==> src/rtl/dsram_wr_sched.sv <==
// dsram_wr_sched: data-array write scheduler. Stores are held in an in-order
// queue and arbitrated against fills for the single array write port. Fills
// normally win. While the queue is full, fill and store alternate so neither
// side starves. Loads are stalled while a queued or issuing write targets the
// same index. A flush stops new traffic and drains the queue.
//
// Ports
//   clk, reset                        clock, async active-high reset
//   st_valid/st_ready/st_addr/st_way/st_be/st_wd   store request
//   fill_valid/fill_ready/fill_addr/fill_way/fill_wd  line fill request
//   ld_valid/ld_addr/ld_stall         load lookup and hazard stall
//   flush/flush_done                  drain request (level) / completion pulse
//   ram_a/ram_read                    array read port
//   ram_aq/ram_be/ram_wd/ram_write    array write port (ram_write one-hot per way)
//   sq_count/sq_empty                 store-queue occupancy
module dsram_wr_sched #(
    parameter int unsigned ADDR_WIDTH = 13,
    parameter int unsigned WAYS       = 4,
    parameter int unsigned SQ_DEPTH   = 4,
    localparam int unsigned WAY_W     = (WAYS > 1) ? $clog2(WAYS) : 1,
    localparam int unsigned PTR_W     = (SQ_DEPTH > 1) ? $clog2(SQ_DEPTH) : 1,
    localparam int unsigned CNT_W     = $clog2(SQ_DEPTH) + 1,
    localparam int unsigned BE_W      = 32,
    localparam int unsigned DATA_W    = 256
) (
    input  logic                  clk,
    input  logic                  reset,
    input  logic                  st_valid,
    output logic                  st_ready,
    input  logic [ADDR_WIDTH-1:0] st_addr,
    input  logic [WAY_W-1:0]      st_way,
    input  logic [BE_W-1:0]       st_be,
    input  logic [DATA_W-1:0]     st_wd,
    input  logic                  fill_valid,
    output logic                  fill_ready,
    input  logic [ADDR_WIDTH-1:0] fill_addr,
    input  logic [WAY_W-1:0]      fill_way,
    input  logic [DATA_W-1:0]     fill_wd,
    input  logic                  ld_valid,
    input  logic [ADDR_WIDTH-1:0] ld_addr,
    output logic                  ld_stall,
    input  logic                  flush,
    output logic                  flush_done,
    output logic [ADDR_WIDTH-1:0] ram_a,
    output logic                  ram_read,
    output logic [ADDR_WIDTH-1:0] ram_aq,
    output logic [BE_W-1:0]       ram_be,
    output logic [DATA_W-1:0]     ram_wd,
    output logic [WAYS-1:0]       ram_write,
    output logic [CNT_W-1:0]      sq_count,
    output logic                  sq_empty
);

    typedef enum logic {
        RUN   = 1'b0,
        FLUSH = 1'b1
    } state_t;

    typedef struct packed {
        logic [ADDR_WIDTH-1:0] addr;
        logic [WAY_W-1:0]      way;
        logic [BE_W-1:0]       be;
        logic [DATA_W-1:0]     wd;
    } sq_entry_t;

    state_t              state, state_nxt;
    sq_entry_t           sq_mem [SQ_DEPTH];
    sq_entry_t           head;
    logic [SQ_DEPTH-1:0] sq_vld, sq_vld_nxt, hit_vec;
    logic [PTR_W-1:0]    wr_ptr, rd_ptr;
    logic                last_fill;
    logic                sq_full, head_vld;
    logic                fill_issue, st_issue, st_accept, wr_issue, q_hit;

    function automatic logic [PTR_W-1:0] ptr_inc(input logic [PTR_W-1:0] p);
        return (p == PTR_W'(SQ_DEPTH - 1)) ? '0 : p + PTR_W'(1);
    endfunction

    assign sq_full   = (sq_count == CNT_W'(SQ_DEPTH));
    assign head_vld  = (sq_count != '0);
    assign sq_empty  = (sq_count == '0);
    assign head      = sq_mem[rd_ptr];
    assign st_accept = st_valid & st_ready;
    assign wr_issue  = fill_issue | st_issue;
    assign fill_ready = fill_issue;

    // State register
    always_ff @(posedge clk or posedge reset) begin
        if (reset) begin
            state <= RUN;
        end else begin
            state <= state_nxt;
        end
    end

    // Next state, write-port arbitration and handshakes.
    // Reset gates the fill path because fill_valid is not under our control.
    always_comb begin
        state_nxt  = state;
        flush_done = 1'b0;
        fill_issue = 1'b0;
        st_issue   = 1'b0;
        st_ready   = 1'b0;
        case (state)
            RUN: begin
                if (flush) begin
                    state_nxt = FLUSH;
                end
                if (!reset && fill_valid && !(sq_full && last_fill)) begin
                    fill_issue = 1'b1;
                end else if (head_vld) begin
                    st_issue = 1'b1;
                end
                st_ready = !reset && (!sq_full || st_issue);
            end
            FLUSH: begin
                st_issue = head_vld;
                if (!head_vld) begin
                    flush_done = 1'b1;
                    state_nxt  = RUN;
                end
            end
            default: state_nxt = RUN;
        endcase
    end

    // Write-port mux from the arbitration winner; idle port drives zeros
    always_comb begin
        ram_aq    = '0;
        ram_be    = '0;
        ram_wd    = '0;
        ram_write = '0;
        if (fill_issue) begin
            ram_aq    = fill_addr;
            ram_be    = '1;
            ram_wd    = fill_wd;
            ram_write = WAYS'(1) << fill_way;
        end else if (st_issue) begin
            ram_aq    = head.addr;
            ram_be    = head.be;
            ram_wd    = head.wd;
            ram_write = WAYS'(1) << head.way;
        end
    end

    // Load hazard: index match against every live entry, way ignored
    for (genvar i = 0; i < SQ_DEPTH; i++) begin : g_hit
        assign hit_vec[i] = sq_vld[i] & (sq_mem[i].addr == ld_addr);
    end

    assign q_hit    = |hit_vec;
    assign ld_stall = ld_valid & (q_hit | (wr_issue & (ram_aq == ld_addr)));
    assign ram_a    = ld_addr;
    assign ram_read = ld_valid & ~ld_stall & ~reset;

    // Entry valid bits; set after clear so a full-queue push/pop keeps the slot live
    always_comb begin
        sq_vld_nxt = sq_vld;
        if (st_issue) begin
            sq_vld_nxt[rd_ptr] = 1'b0;
        end
        if (st_accept) begin
            sq_vld_nxt[wr_ptr] = 1'b1;
        end
    end

    // Queue control and last-winner flag
    always_ff @(posedge clk or posedge reset) begin
        if (reset) begin
            wr_ptr    <= '0;
            rd_ptr    <= '0;
            sq_count  <= '0;
            sq_vld    <= '0;
            last_fill <= 1'b0;
        end else begin
            sq_vld <= sq_vld_nxt;
            if (st_accept) begin
                wr_ptr <= ptr_inc(wr_ptr);
            end
            if (st_issue) begin
                rd_ptr <= ptr_inc(rd_ptr);
            end
            if (wr_issue) begin
                last_fill <= fill_issue;
            end
            case ({st_accept, st_issue})
                2'b10:   sq_count <= sq_count + CNT_W'(1);
                2'b01:   sq_count <= sq_count - CNT_W'(1);
                default: ;
            endcase
        end
    end

    // Payload storage; liveness is tracked by sq_vld/sq_count, so no reset needed
    always_ff @(posedge clk) begin
        if (st_accept) begin
            sq_mem[wr_ptr] <= '{addr: st_addr, way: st_way, be: st_be, wd: st_wd};
        end
    end

endmodule

==> config.mk <==
export PLATFORM = sky130hd
export DESIGN_NAME = dsram_wr_sched
export DESIGN_NICKNAME = d
export VERILOG_FILES = /design/src/rtl/dsram_wr_sched.sv
export SDC_FILE = /design/constraint.sdc
export NUM_CORES = 1
export LEC_CHECK = 0
export ABC_CLOCK_PERIOD_IN_PS = 9400
export CORE_AREA = 2 2 362 364
export CTS_CLUSTER_SIZE = 25
export DETAILED_ROUTE_END_ITERATION = 10
export DIE_AREA = 0 0 364 366
export MAX_ROUTING_LAYER = met4
export SYNTH_ARGS = -nofsm -noshare
export SYNTH_HDL_FRONTEND = slang
export SYNTH_SLANG_ARGS = --single-unit
==> constraint.sdc <==
create_clock -name clk -period 9.4 [get_ports clk]
set_clock_uncertainty 0.2 [all_clocks]
set_input_delay 0.94 -clock clk [delete_from_list [all_inputs] [get_ports clk]]
set_output_delay 0.94 -clock clk [all_outputs]
set_load 0.02 [all_outputs]
==> out/metrics.sh, run 1 <==
SYNTH.MOST_COMMON_CELL='sky130_fd_sc_hd__edfxtp_1'
CTS.ROOT.BUFFER_CELL='sky130_fd_sc_hd__clkbuf_16'
SYNTH_AREA_UM2=48400
CP_COMMON_CELL='sky130_fd_sc_hd__clkdlybuf4s50_1'
CTS-BUFFERS-INSERTED=132
VIAS_PER_CELL=5.20
SYN_INST=2252
PLACE_CONGESTION=0.960
GLOBAL_ROUTE_WIRE_LENGTH_BEFORE_REPAIR_UM=185000
STDCELL_AREA_UM2=63700
DIEWIDTH_UM=364
VDD.IR_DROP.WORST_V=0.000198
CRIT_FANOUT=105
SHARE_OF_LAYOUT_CELLS_ABOVE_DRIVE_STRENGTH_1_PCT=15.8
LAYOUT.NETS=3766
FINALSETUPVIOLCOUNT=0
CORE_UM2=129000
LEAKAGE_nW=21.0
CLOCK_INSERTION_DELAY_WORST_SKEW_NS=0.71
FINAL_CLOCK_PERIOD_UTILIZATION_BY_THE_WORST_PATH_PCT=66.9
PORTS=920
DP_HPWL_UM=83500
PATH_CELLS='clkdlybuf4s50_1 -> or3b_1 -> or2_2 -> buf_4 -> nand2_4 -> inv_8 -> a32oi_1 -> a221oi_2 -> nand4_1 -> o41ai_2 -> and2_1 -> clkdlybuf4s50_1'
ROUTE.FINAL.WIRE_LENGTH_UM=128000
CP_DATA_ARRIVAL_TIME_NS=5.15
CTSHTREEMAXLEVEL=4
MAX_FREQ_MHz=159
CTS.SINKS=1225
SYNTH_FF_TYPE='sky130_fd_sc_hd__edfxtp_1'
UNREPAIRED_SETUP_ENDPOINTS_AFTER_GLOBAL_ROUTING='false'
HIGHEST-SIGNAL-LAYER='met4'
N_FILL_CELL=10500
CTS.REPAIR.RESIZED=0
YS_SEQ_ELEMENTS=1225
TIMING.SETUP.TNS_NS=0
DRT_ITER0_MARKERS=2176
PLACE_WS_NS=3.13
SYNTH_TOP_CELLS_BY_COUNT='sky130_fd_sc_hd__edfxtp_1, sky130_fd_sc_hd__mux4_2, sky130_fd_sc_hd__a22o_1'
SYNTH.AVG_CELL_AREA_UM2=21.5
YS_TYPES=53
SLOWEST_STAGE='sky130_fd_sc_hd__clkdlybuf4s50_1'
GRT_START_MAX_NET_PINS=133
DETAILEDROUTE.FIRSTPASSITERATIONCOUNT=5
NUMBER_OF_HOLD_SLACK_VIOLATIONS_IN_THE_FINAL_TIMING_REPORT=0
CAP_VIOLATIONS=0
PATH_CATEGORY_OF_THE_WORST_MIN_DELAY_CHECK='flip-flop to flip-flop'
DIE-AREA_UM2=133000
WORST_PIN_SLEW_NS=1.29
DRTANTENNAVIOLNETS=0
TRITONCTS='done'
MAX-CLOCK-PATH-BUFFERS=3
TIMING.MAX_SLEW.REL_SLACK_PCT=14.3
GRT_USAGE_PCT=19.5
FINALNONFILLERCELLS=5039
CTS_HOLD_BUFFERS=0
CRITICAL_PATH_REQUIRED_NS=8.26
GR_OVFL_TOTAL=0
UTILIZATION_PCT=49.4
CP_ENDPOINT_KIND='output pin'
STARTPOINT_TYPE='input pin'
SYNTH_WARNINGS=0
SYN_TO_FINAL_GROWTH_PCT=31.6
PLACEMENT.CELL_AREA_UM2=59400
POWER_DENSITY_nW_PER_UM2=292
MET3_LENGTH_UM=9260
FINAL_WORST_PATH_SETUP_SLACK_NS=3.11
FIRST_GLOBAL_VIAS=27700
SYNTH_FP_NETS=2855
ROUTED-VIA-COUNT=26200
PLACEMENT.IO_BUFFERS=919
POST-CTS-SETUP-BUFFERS=0
NUMPLACEDINSTANCES=4771
CP_SLOWEST_STAGE_DELAY_NS=0.60
ROWS=132
SEQ_AREA_FRAC_SYNTH_PCT=75.9
M1WIRELENGTH_UM=50800
DETAILROUTE.WIRELENGTH.MET2_UM=65400
STATUS='complete, no violations'
MIN_PERIOD_NS=6.29
YOSYS-TOP-CELLS-AREA='sky130_fd_sc_hd__edfxtp_1, sky130_fd_sc_hd__mux4_2, sky130_fd_sc_hd__a22o_1'
SYNTH_ENABLE_FLOP_CELLS=1212
WIRE_PER_INST_UM=25.4
DIE_SPAN_Y_UM=366
YOSYSTOPAREACELL='sky130_fd_sc_hd__edfxtp_1'
ANTENNA_FOUND_INITIAL=32
YS_ASYNC_RST_SHARE_PCT=1.06
SYNTH_TOP_AREA_SHARE_PCT=75.2
WORST_SETUP_HOLD_PATH_CLK_SLEW_NS=0.06
SLEW_VIOL_FINAL=0
INITIAL_CORE_UTIL_PCT=37.5
POST-ROUTE-DRC-COUNT=0
CRIT_TYPE='input pin to output pin'
==> flip-flops by register name, indices dropped and copies added, names as in the netlist <==
| register | cells |
|---|---|
| state | 1 |
| wr_ptr | 2 |
| last_fill | 1 |
| rd_ptr | 2 |
| sq_vld | 4 |
| sq_mem | 1212 |
| sq_count | 3 |
==> worst paths after layout <==
check	from	to	slack [ns]	cells after the start
max reg2reg	sq_count[0]	sq_mem[0][227]	5.64	4
min in group asynchronous	reset	sq_count[2]	0.49	2
max in group asynchronous	reset	rd_ptr[0]	8.03	2
max	reset	ld_stall	3.11	12
min reg2reg	sq_vld[3]	sq_vld[3]	0.31	1
min	sq_vld[3]	sq_vld[3]	0.31	1
==> worst max-delay path, delay by kind of cell <==
family | cells | cell delay (ns)
simple gates | 5 | 0.86
buf+inv | 4 | 2.10
compound gates | 3 | 1.14
==> placed cells by master (no fill, tap or decap), types with 5 or more instances in the layout <==
cell	count
sky130_fd_sc_hd__a22o_1	263
sky130_fd_sc_hd__buf_12	12
sky130_fd_sc_hd__buf_4	9
sky130_fd_sc_hd__bufinv_16	10
sky130_fd_sc_hd__clkbuf_1	27
sky130_fd_sc_hd__clkbuf_16	138
sky130_fd_sc_hd__clkdlybuf4s50_1	919
sky130_fd_sc_hd__clkinv_1	28
sky130_fd_sc_hd__clkinv_2	15
sky130_fd_sc_hd__clkinvlp_4	6
sky130_fd_sc_hd__dfrtp_1	11
sky130_fd_sc_hd__diode_2	34
sky130_fd_sc_hd__edfxtp_1	1212
sky130_fd_sc_hd__ha_1	9
sky130_fd_sc_hd__inv_1	25
sky130_fd_sc_hd__mux2i_1	6
sky130_fd_sc_hd__mux4_2	301
sky130_fd_sc_hd__nand2_1	87
sky130_fd_sc_hd__nand3_1	7
sky130_fd_sc_hd__nand4_1	10
sky130_fd_sc_hd__nor2_1	11
sky130_fd_sc_hd__nor2b_1	6
sky130_fd_sc_hd__nor3_1	8
sky130_fd_sc_hd__nor4_1	5
sky130_fd_sc_hd__o21ai_0	17
sky130_fd_sc_hd__xnor2_1	39
sky130_fd_sc_hd__xor2_1	18
==> logic make-up after synthesis <==
kind of cell	count (synthesis)	synth area share, %
mux	308	14.2
fa+ha+maj	10	0.274
buf+inv	190	1.76
flops	1225	75.9
xor+xnor	57	1.03
compound gates	308	5.44
simple gates	154	1.48
==> per-layer routing <==
metal	global-route usage [%]	vias up
met3	4.91	169
met4	5.41	0
met2	32.4	992
met1	23.7	13600
met5	-	-
li1	-	11400
==> where the power goes <==
part / internal (mW) / switching [mW] / total (mW)
clock: 2.96 / 2.05 / 5.01
combinational: 3.55 / 3.67 / 7.22
sequential: 6.24 / 0.152 / 6.39
==> layout make-up <==
| type | count | area [µm²] | area share [%] |
|---|---|---|---|
| diodes | 34 | 85.1 | 0.134 |
| flip-flops and latches | 1225 | 36700 | 57.7 |
| repair buffers | 940 | 9510 | 14.9 |
| clock inverters | 69 | 658 | 1.03 |
| multi-input cells | 837 | 10900 | 17.0 |
| clock buffers | 165 | 3550 | 5.58 |
| well taps | 1742 | 2180 | 3.42 |
| inverters | 27 | 121 | 0.191 |
==> through the flow <==
step                      power (mW)  hold slack, ns
after global routing            19.4           0.319
after global placement          13.8           0.280
after CTS                       18.9           0.310
final                           18.6           0.311
after floorplan                 10.7           0.249
after detailed placement        13.8           0.294
No activity file was read; power rests on OpenSTA's default activity.
==> inputs of run 2 (changes only) <==
--- a/config.mk
+++ b/config.mk
@@ -5,7 +5,7 @@
 export SDC_FILE = /design/constraint.sdc
 export NUM_CORES = 1
 export LEC_CHECK = 0
-export ABC_CLOCK_PERIOD_IN_PS = 9400
+export ABC_CLOCK_PERIOD_IN_PS = 5100
 export CORE_AREA = 2 2 362 364
 export CTS_CLUSTER_SIZE = 25
 export DETAILED_ROUTE_END_ITERATION = 10
==> constraint.sdc (replaced) <==
create_clock -name clk -period 5.1 [get_ports clk]
set_clock_uncertainty 0.2 [all_clocks]
set_input_delay 0.51 -clock clk [delete_from_list [all_inputs] [get_ports clk]]
set_output_delay 0.51 -clock clk [all_outputs]
set_load 0.02 [all_outputs]
==> out/metrics.sh, run 2 (same netlist as run 1, synthesis figures left out) <==
POWER.SWITCHING_FRACTION_PCT=32.0  # was 31.5%
LAYOUT_TOP_REGISTERS='sq_mem (1212), sq_vld (4), sq_count (3)'  # unchanged
FINAL_WORST_PATH_SETUP_SLACK_NS=0.281  # was 3.11 ns
SLEW_VIOL_FINAL=0  # unchanged
FIN_TOTAL_PWR_mW=34.1  # was 18.6 mW
CTS-BUFFERS-INSERTED=130  # was 132
SHARE_OF_POWER_BURNED_IN_COMBINATIONAL_LOGIC_PCT=39.8  # was 38.8%
PLACEMENT.IO_BUFFERS=919  # unchanged
CLOCK_INSERTION_DELAY_WORST_SKEW_NS=0.75  # was 0.71 ns
CTS.SINKS=1225  # unchanged
DRT_ITER0_MARKERS=2251  # was 2176
SEQ_POWER_SHARE_PCT=34.3  # about the same
ROUTE.FINAL.WIRE_LENGTH_UM=131000  # was 128000 µm
VDD.IR_DROP.WORST_V=0.000350  # was 0.000198 V
DETAILEDROUTE.FIRSTPASSITERATIONCOUNT=7  # was 5
POWER_DENSITY_nW_PER_UM2=531  # was 292 nW/µm²
DIE-AREA_UM2=133000  # unchanged
SHARE_CLK_OF_TOTAL_POWER_PCT=25.9  # was 26.9%
TRITONCTS='done'  # unchanged
SYN_TO_FINAL_GROWTH_PCT=32.5  # was 31.6%
ROWS=132  # unchanged
DIE_SPAN_Y_UM=366  # unchanged
LARGEST_REG_FLOPS=1212  # unchanged
DRTANTENNAVIOLNETS=0  # unchanged
INTERNAL_REG_TO_REG_SETUP_SLACK_NS=1.70  # was 5.64 ns
WORST_PIN_SLEW_NS=1.21  # was 1.29 ns
WIRE_PER_INST_UM=25.8  # was 25.4 µm
GRT_START_MAX_NET_PINS=141  # was 133
CP_ENDPOINT_KIND='output pin'  # unchanged
INITIAL_CORE_UTIL_PCT=37.5  # unchanged
CP_DATA_ARRIVAL_TIME_NS=4.11  # was 5.15 ns
DP_HPWL_UM=89600  # was 83500 µm
LEAKAGE_nW=21.3  # was 21.0 nW
PORTS=920  # unchanged
PATH_CATEGORY_OF_THE_WORST_MIN_DELAY_CHECK='input pin to async pin'  # was flip-flop to flip-flop
FINAL_COMMON_CELL='sky130_fd_sc_hd__edfxtp_1'  # unchanged
PLACE_WS_NS=0.200  # was 3.13 ns
CRIT_TYPE='flip-flop to output pin'  # was input pin to output pin
STATUS='complete, no violations'  # unchanged
UNREPAIRED_SETUP_ENDPOINTS_AFTER_GLOBAL_ROUTING='false'  # unchanged
SHARE_OF_LAYOUT_CELLS_ABOVE_DRIVE_STRENGTH_1_PCT=16.8  # was 15.8%
NET-SWITCHING-POWER_mW=10.9  # was 5.87 mW
ROUTED-VIA-COUNT=26400  # was 26200
FINAL_CLOCK_PERIOD_UTILIZATION_BY_THE_WORST_PATH_PCT=94.5
WORST_SETUP_HOLD_PATH_CLK_SLEW_NS=0.07  # was 0.06 ns
GR_OVFL_TOTAL=0  # unchanged
MAX-CLOCK-PATH-BUFFERS=3  # unchanged
FINALHOLDWORSTSLACK_NS=0.0926  # was 0.311 ns
UTILIZATION_PCT=49.7  # was 49.4%
CAP_VIOLATIONS=0  # unchanged
INTERNAL_POWER_mW=23.2  # was 12.8 mW
R2R-START='sq_count[0]'  # unchanged
LAYOUT.NETS=3814  # was 3766
CTS.ROOT.BUFFER_CELL='sky130_fd_sc_hd__clkbuf_16'  # unchanged
MIN_PERIOD_NS=4.82
MAX_FLOP_REGISTER='sq_mem'  # unchanged
FIRST_GLOBAL_VIAS=27700  # about the same
DIEWIDTH_UM=364  # unchanged
CRIT_FANOUT=14  # was 105
MAX_FREQ_MHz=207
FINALSETUPVIOLCOUNT=0  # unchanged
POST-ROUTE-DRC-COUNT=0  # unchanged
TIMING.MAX_SLEW.REL_SLACK_PCT=18.6  # was 14.3%
LAYOUT_COMMON_CELLS='sky130_fd_sc_hd__edfxtp_1, sky130_fd_sc_hd__clkdlybuf4s50_1, sky130_fd_sc_hd__mux4_2'  # unchanged
GLOBAL_ROUTE_WIRE_LENGTH_BEFORE_REPAIR_UM=188000  # was 185000 µm
CRITICAL_REGISTER_TO_REGISTER_PATH_ENDPOINT='sq_mem[1][242]'  # was sq_mem[0][227]
STARTPOINT_TYPE='flip-flop'  # was input pin
PLACE_CONGESTION=0.956  # was 0.960
CRITICAL_PATH_REQUIRED_NS=4.39  # was 8.26 ns
VIAS_PER_CELL=5.19  # was 5.20
CTSHTREEMAXLEVEL=4  # unchanged
CORE_UM2=129000  # unchanged
ANTENNA_FOUND_INITIAL=32  # unchanged
NUMBER_OF_HOLD_SLACK_VIOLATIONS_IN_THE_FINAL_TIMING_REPORT=0  # unchanged
REG2REG_DEPTH=5  # was 4
GRT_USAGE_PCT=19.9  # was 19.5%
==> run 2: cell count changes in the layout (fill, tap and decap cells not counted), sizes merged <==
cell and delta:
buf +51, bufinv -6, clkbuf -5, clkdlybuf4s50 -1, clkinv +9, clkinvlp -2, inv -1
==> run 2: per-layer routing <==
layer  track usage, %  wire length (µm)  up-vias
li1                 -                 -    11500
met1             24.1             51800    13800
met2             33.0             67200      911
met3             5.03              9420      156
met4             5.59              2560        0
met5                -                 0        -
==> run 2: through the flow <==
| stage | std cells | cell area, µm² | TNS [ns] |
|---|---|---|---|
| 2_1_floorplan | 2252 | 48400 | -977.99 |
| 3_3_place_gp | 4815 | 59900 | 0 |
| 3_5_place_dp | 4815 | 59900 | 0 |
| 4_1_cts | 5044 | 63900 | 0 |
| 5_1_grt | 5082 | 64100 | 0 |
| 6_report | 5084 | 64100 | 0 |
==> run 2: what timing repair did <==
| item | CTS | global route |
|---|---|---|
| gates resized for setup | 2 | 2 |
| cloned | 0 | 0 |
| setup buffers | 0 | 6 |
| hold endpoints to repair | 0 | 0 |
| endpoints found under the setup margin | 8 | 2 |
| pin swaps | 0 | 1 |
| hold buffers | 0 | 0 |
==> run 2: layout make-up <==
type / instances / area (µm²)
Fill cell: 10500 / 64900
Clock inverter: 69 / 593
Antenna cell: 34 / 85.1
Tap cell: 1742 / 2180
Sequential cell: 1225 / 36700
Multi-Input combinational cell: 837 / 10900
Inverter: 27 / 126
Timing Repair Buffer: 990 / 10100
Clock buffer: 160 / 3430
==> run 2: worst max path at each step <==
stage | from | to | slack (ns) | depth (start not counted)
final | state | ld_stall | 0.28 | 10
after global routing | sq_count[0] | ld_stall | 0.03 | 9
after CTS | sq_count[0] | ld_stall | 0.007 | 10
after detailed placement | reset | ld_stall | 0.20 | 11
after global placement | reset | ld_stall | 0.26 | 10
after floorplan | fill_valid | sq_mem[0][0] | -0.81 | 3
==> run 2: power groups by stage <==
stage	clock [mW]	combinational (mW)	sequential [mW]
floorplan	0	7.81	11.8
global placement	0	13.5	11.9
detailed placement	0	13.5	12.0
CTS	9.09	13.6	11.8
global route	9.47	14.3	11.7
finish	8.83	13.6	11.7
==> run 2: worst max-delay path, stage by stage, from the launching register on <==
cell and delay, ns:
sky130_fd_sc_hd__dfrtp_1 0.43, sky130_fd_sc_hd__or3b_1 0.42, sky130_fd_sc_hd__or2_4 0.30, sky130_fd_sc_hd__buf_12 0.15, sky130_fd_sc_hd__clkinv_8 0.08, sky130_fd_sc_hd__mux2_2 0.34, sky130_fd_sc_hd__a221oi_2 0.20, sky130_fd_sc_hd__nand4_1 0.18
sky130_fd_sc_hd__o41ai_4 0.43, sky130_fd_sc_hd__and2_1 0.21, sky130_fd_sc_hd__clkdlybuf4s50_1 0.61
